**config.mk**
```make
export PLATFORM = sky130hd
export DESIGN_NAME = mat_mult_seq
export DESIGN_NICKNAME = d
export VERILOG_FILES = /design/src/rtl/mat_mult_seq.sv
export SDC_FILE = /design/constraint.sdc
export NUM_CORES = 1
export LEC_CHECK = 0
export ABC_AREA = 1
export BUFFER_PORTS_ARGS = -buffer_cell sky130_fd_sc_hd__buf_2
export CAP_MARGIN = 20
export CORE_ASPECT_RATIO = 1.2
export CORE_UTILIZATION = 30
export DETAILED_ROUTE_END_ITERATION = 10
export SETUP_SLACK_MARGIN = 0.1
export SYNTH_ARGS = -nofsm -noshare
export SYNTH_HDL_FRONTEND = slang
export SYNTH_SLANG_ARGS = --single-unit
```
**constraint.sdc**
```tcl
create_clock -name clk -period 1.6 [get_ports clk]
set_clock_uncertainty 0.05 [all_clocks]
set_input_delay 0.16 -clock clk [delete_from_list [all_inputs] [get_ports clk]]
set_output_delay 0.16 -clock clk [all_outputs]
set_load 0.01 [all_outputs]
```
**src/rtl/mat_mult_seq.sv**
```systemverilog
// mat_mult_seq: index-driven sequencer for an NxN matrix multiply; issues A/B operand
// reads, MAC clear/enable strobes aligned to the read latency, and result writes.
module mat_mult_seq #(
  parameter int N      = 8,
  parameter int AW     = 6,
  parameter int RD_LAT = 1
) (
  input  logic          clk,
  input  logic          reset,
  input  logic          start,
  output logic          busy,
  output logic          done,
  output logic          rd_en,
  output logic [AW-1:0] addr_a,
  output logic [AW-1:0] addr_b,
  output logic          mac_en,
  output logic          mac_clr,
  output logic          wr_en,
  output logic [AW-1:0] wr_addr,
  output logic [15:0]   cycle_count
);
  localparam int LW = $clog2(N);
  typedef enum logic [1:0] {IDLE, RUN, DRAIN, DONE} state_e;
  state_e state_q, state_d;
  logic [LW-1:0] i_q, i_d, j_q, j_d, k_q, k_d;
  logic [2:0]    dcnt_q, dcnt_d;
  logic [15:0]   cnt_q, cnt_d;
  logic          first_q, last_q;
  logic [AW-1:0] oaddr_q;
  logic          v_q [RD_LAT];
  logic          c_q [RD_LAT];
  logic          w_q [RD_LAT];
  logic [AW-1:0] o_q [RD_LAT];
  assign mac_en      = v_q[RD_LAT-1];
  assign mac_clr     = c_q[RD_LAT-1];
  assign cycle_count = cnt_q;
  always_comb begin
    state_d = state_q;
    i_d     = i_q;
    j_d     = j_q;
    k_d     = k_q;
    dcnt_d  = dcnt_q;
    cnt_d   = (state_q == RUN || state_q == DRAIN) ? cnt_q + 16'd1 : cnt_q;
    case (state_q)
      IDLE: if (start) begin
        state_d = RUN;
        i_d     = '0;
        j_d     = '0;
        k_d     = '0;
        cnt_d   = '0;
      end
      RUN: begin
        k_d = k_q + 1'b1;
        j_d = &k_q ? j_q + 1'b1 : j_q;
        i_d = (&k_q && &j_q) ? i_q + 1'b1 : i_q;
        if (&{i_q, j_q, k_q}) begin
          state_d = DRAIN;
          dcnt_d  = '0;
        end
      end
      DRAIN: begin
        dcnt_d  = dcnt_q + 3'd1;
        state_d = (dcnt_q == 3'(RD_LAT)) ? DONE : DRAIN;
      end
      DONE:    state_d = start ? DONE : IDLE;
      default: state_d = IDLE;
    endcase
  end
  // Outputs trail the state register by one stage; the tag pipe then adds RD_LAT.
  always_ff @(posedge clk or posedge reset) begin
    if (reset) begin
      state_q <= IDLE;
      i_q     <= '0;
      j_q     <= '0;
      k_q     <= '0;
      dcnt_q  <= '0;
      cnt_q   <= '0;
      busy    <= 1'b0;
      done    <= 1'b0;
      rd_en   <= 1'b0;
      addr_a  <= '0;
      addr_b  <= '0;
      first_q <= 1'b0;
      last_q  <= 1'b0;
      oaddr_q <= '0;
      wr_en   <= 1'b0;
      wr_addr <= '0;
      for (int s = 0; s < RD_LAT; s++) begin
        v_q[s] <= 1'b0;
        c_q[s] <= 1'b0;
        w_q[s] <= 1'b0;
        o_q[s] <= '0;
      end
    end else begin
      state_q <= state_d;
      i_q     <= i_d;
      j_q     <= j_d;
      k_q     <= k_d;
      dcnt_q  <= dcnt_d;
      cnt_q   <= cnt_d;
      busy    <= state_q == RUN || state_q == DRAIN;
      done    <= state_q == DONE;
      rd_en   <= state_q == RUN;
      addr_a  <= AW'({i_q, k_q});
      addr_b  <= AW'({k_q, j_q});
      first_q <= k_q == '0;
      last_q  <= &k_q;
      oaddr_q <= AW'({i_q, j_q});
      v_q[0]  <= rd_en;
      c_q[0]  <= rd_en & first_q;
      w_q[0]  <= rd_en & last_q;
      o_q[0]  <= oaddr_q;
      for (int s = 1; s < RD_LAT; s++) begin
        v_q[s] <= v_q[s-1];
        c_q[s] <= c_q[s-1];
        w_q[s] <= w_q[s-1];
        o_q[s] <= o_q[s-1];
      end
      wr_en   <= w_q[RD_LAT-1];
      wr_addr <= o_q[RD_LAT-1];
    end
  end
endmodule

```
==> results.py <==
metrics = {
    "outcome": {
        "status": "completed",
    },
    "floorplanning": {
        "rows": 36,
        "die_y_um": 102,
        "die_area_sq_mm": 0.00868,
        "io_pins": 43,
        "die_w_um": 85.2,
        "start_util": 0.308,
        "core_sq_mm": 0.00811,
    },
    "global_routing": {
        "grt_remaining_overflow": 0,
        "grt.total_usage": 0.116,
        "grt_pass1_wl_um": 7720,
        "grt_antenna_before_repair": 0,
        "grt_start_max_net_pins": 41,
        "grt_pass1_vias": 1780,
    },
    "critical_path": {
        "arrival_ns": 1.68,
        "startpoint": "state_q[1]",
        "startpoint_type": "flop",
        "crit_path_end": "cycle_count[9]",
        "rrSetupSlack_ns": 0.09,
        "reg2regPathDepth": 7,
        "cp.required_ns": 1.77,
        "reg2reg_from": "state_q[1]",
        "setup.worst_path.end_class": "flop",
        "path_max_fanout": 8,
        "reg2reg_to": "cycle_count[9]",
        "crit_type": "flop to flop",
    },
    "cells_and_area": {
        "finalNonFillerCells": 412,
        "syn_to_final_growth_pct": 30.0,
        "layout_common_cells": "60 x dfrtp_1, 42 x nand2_1, 42 x buf_2",
        "final_common_cell": "dfrtp_1",
        "nets": 328,
        "n_fill_cell": 806,
        "post-route-util": 0.400,
        "n_antenna_cell": 0,
        "drive_above_1_share": 0.315,
    },
    "power": {
        "ir_worst_vdd_mv": 0.472,
        "p_leak_nw": 1.69,
        "cellPowerDensity_mw_per_mm2": 1580,
    },
    "clock_tree": {
        "clock_path_buffers": 2,
        "cts-root-buf": "clkbuf_8",
        "cts_made_buffers": 9,
        "cts_max_level": 3,
        "clk-insertion-delay-late_ns": 0.33,
        "clock_sinks": 60,
        "path_clk_slew_ns": 0.06,
        "cts_tree": "built",
    },
    "route": {
        "num_vias": 1834,
        "ant_nets": 0,
        "drt_first_iter_violations": 87,
        "via_per_inst": 4.45,
        "routed_wl_um": 4640,
        "drtPass1Iterations": 7,
        "post_drt_wl_per_cell_um": 11.3,
        "drc_errors": 0,
    },
    "sta": {
        "fmax_mhz": 661,
        "slew_headroom": 0.667,
        "setup_viol": 0,
        "fin_crit_ns": 1.51,
        "period_share": 0.945,
        "finalHoldViolCount": 0,
        "rsz0062_at_grt": "true",
        "tightest_slew_ns": 0.499,
        "drv_slew": 0,
    },
    "yosys": {
        "synth_nets": 264,
        "synth_cell_types": 26,
        "synthCells": 248,
        "ys_seq_area_frac": 0.602,
        "synth-seq-cells": 60,
        "synth.avg_cell_area_sq_um": 10.1,
        "ys.flop_type": "dfrtp_1",
        "synth_edf_count": 0,
        "async_reset_ff_frac": 1.00,
        "yosysWarnings": 0,
        "syn_area_sq_mm": 0.00249,
    },
    "place": {
        "dp_cells": 385,
        "hpwlAfterDp_um": 3190,
        "io_buffers": 42,
        "globalplace.congestion": 0.824,
    },
    "hold_path": {
        "hold_depth": 5,
        "worstHoldPathType": "primary input to flop",
    },
    "run": {
        "drv_cap": 0,
    },
}
[how the worst min path moves through the flow]
stage | start | to | slack [ns]
after global placement | reset | cycle_count[15] | 0.17
after floorplan | reset | addr_a[2] | 0.22
after detailed placement | reset | cycle_count[15] | 0.17
final | start | state_q[0] | 0.22
after CTS | start | state_q[0] | 0.18
after global routing | start | state_q[0] | 0.26
[timing repair]
action / 4_1_cts / 5_1_grt
hold buffers: 1 / 0
setup endpoints to repair: 10 / 21
setup buffers: 7 / 3
pin swaps: 4 / 12
gates resized for setup: 11 / 19
endpoints found under the hold margin: 20 / 0
[layout make-up]
| type | instances | area [sq um] | area share |
|---|---|---|---|
| well taps | 95 | 119 | 0.0367 |
| clock inverters | 4 | 47.5 | 0.0147 |
| repair buffers | 59 | 360 | 0.111 |
| flip-flops and latches | 60 | 1500 | 0.463 |
| inverters | 32 | 124 | 0.0382 |
| multi-input cells | 150 | 935 | 0.288 |
| clock buffers | 12 | 155 | 0.0479 |
[flip-flops by register name, summed over array words and instances, names as in the netlist]
name / count
wr_en: 1
w_q: 1
done: 1
k_q: 3
wr_addr: 6
i_q: 3
state_q: 2
addr_a: 2
last_q: 1
first_q: 1
mac_clr: 1
dcnt_q: 3
rd_en: 1
mac_en: 1
oaddr_q: 5
addr_b: 2
j_q: 3
busy: 1
cycle_count: 16
o_q: 6
[through the flow]
stage	total power [mW]	setup TNS [ns]	setup slack (ns)	instance area, sq um	hold WS [ns]
after floorplan	3.06	0	0.108	2520	0.216
after global placement	3.48	0	0.0697	2870	0.173
after detailed placement	3.52	0	0.00962	2870	0.171
after CTS	5.08	0	0.0934	3160	0.185
after global routing	5.53	-0.00962	-0.00790	3240	0.257
final	5.13	0	0.0883	3240	0.224
[synth_stat cells, types with 2 or more instances]
| library cell | count | area (sq um) |
|---|---|---|
| o21ai_0 | 16 | 80.1 |
| xnor2_1 | 3 | 26.3 |
| nor2_4 | 2 | 22.5 |
| buf_2 | 2 | 10.0 |
| o21bai_1 | 2 | 15.0 |
| nand2_1 | 44 | 165 |
| ha_1 | 13 | 163 |
| buf_4 | 3 | 22.5 |
| nand3_1 | 17 | 85.1 |
| or2_2 | 2 | 12.5 |
| mux2i_1 | 2 | 20.0 |
| nor2_1 | 27 | 101 |
| nand4_1 | 4 | 25.0 |
| dfrtp_1 | 60 | 1500 |
| inv_1 | 32 | 120 |
| a21oi_1 | 9 | 45.0 |
[worst max-delay path, cell delays in order (launching register included)]
cell     delay [ns]
dfrtp_1        0.36
inv_2          0.08
ha_4           0.28
nand3_4        0.10
nor2_4         0.22
nand3_2        0.11
o21ai_1        0.14
nor2_1         0.06
[power breakdown]
part	leakage [nW]	total (mW)	internal (mW)	switching, mW
Sequential	0.809	2.06	1.83	0.222
Clock	0.102	1.36	0.799	0.558
Combinational	0.774	1.72	0.775	0.942
[metal layers]
layer  vias to the layer above  share of wire  global-route usage
met3                         8          0.029              0.0339
met2                        35           0.50               0.185
li1                        920              -                   -
met5                         -              0                   0
met4                         0          0.019              0.0756
met1                       871           0.45               0.137
[logic make-up (layout without fill, tap and decap cells)]
kind of cell | count (synthesis) | in the layout | share of synthesized area
flip-flops | 60 | 60 | 0.602
AO/OA/AOI/OAI | 31 | 31 | 0.0692
adder cells (fa/ha/maj) | 13 | 13 | 0.0652
buffers and inverters | 38 | 107 | 0.0627
XOR/XNOR | 4 | 4 | 0.0141
multiplexers | 2 | 2 | 0.00803
AND/OR/NAND/NOR | 100 | 100 | 0.179
(Power assumes the default switching activity.)
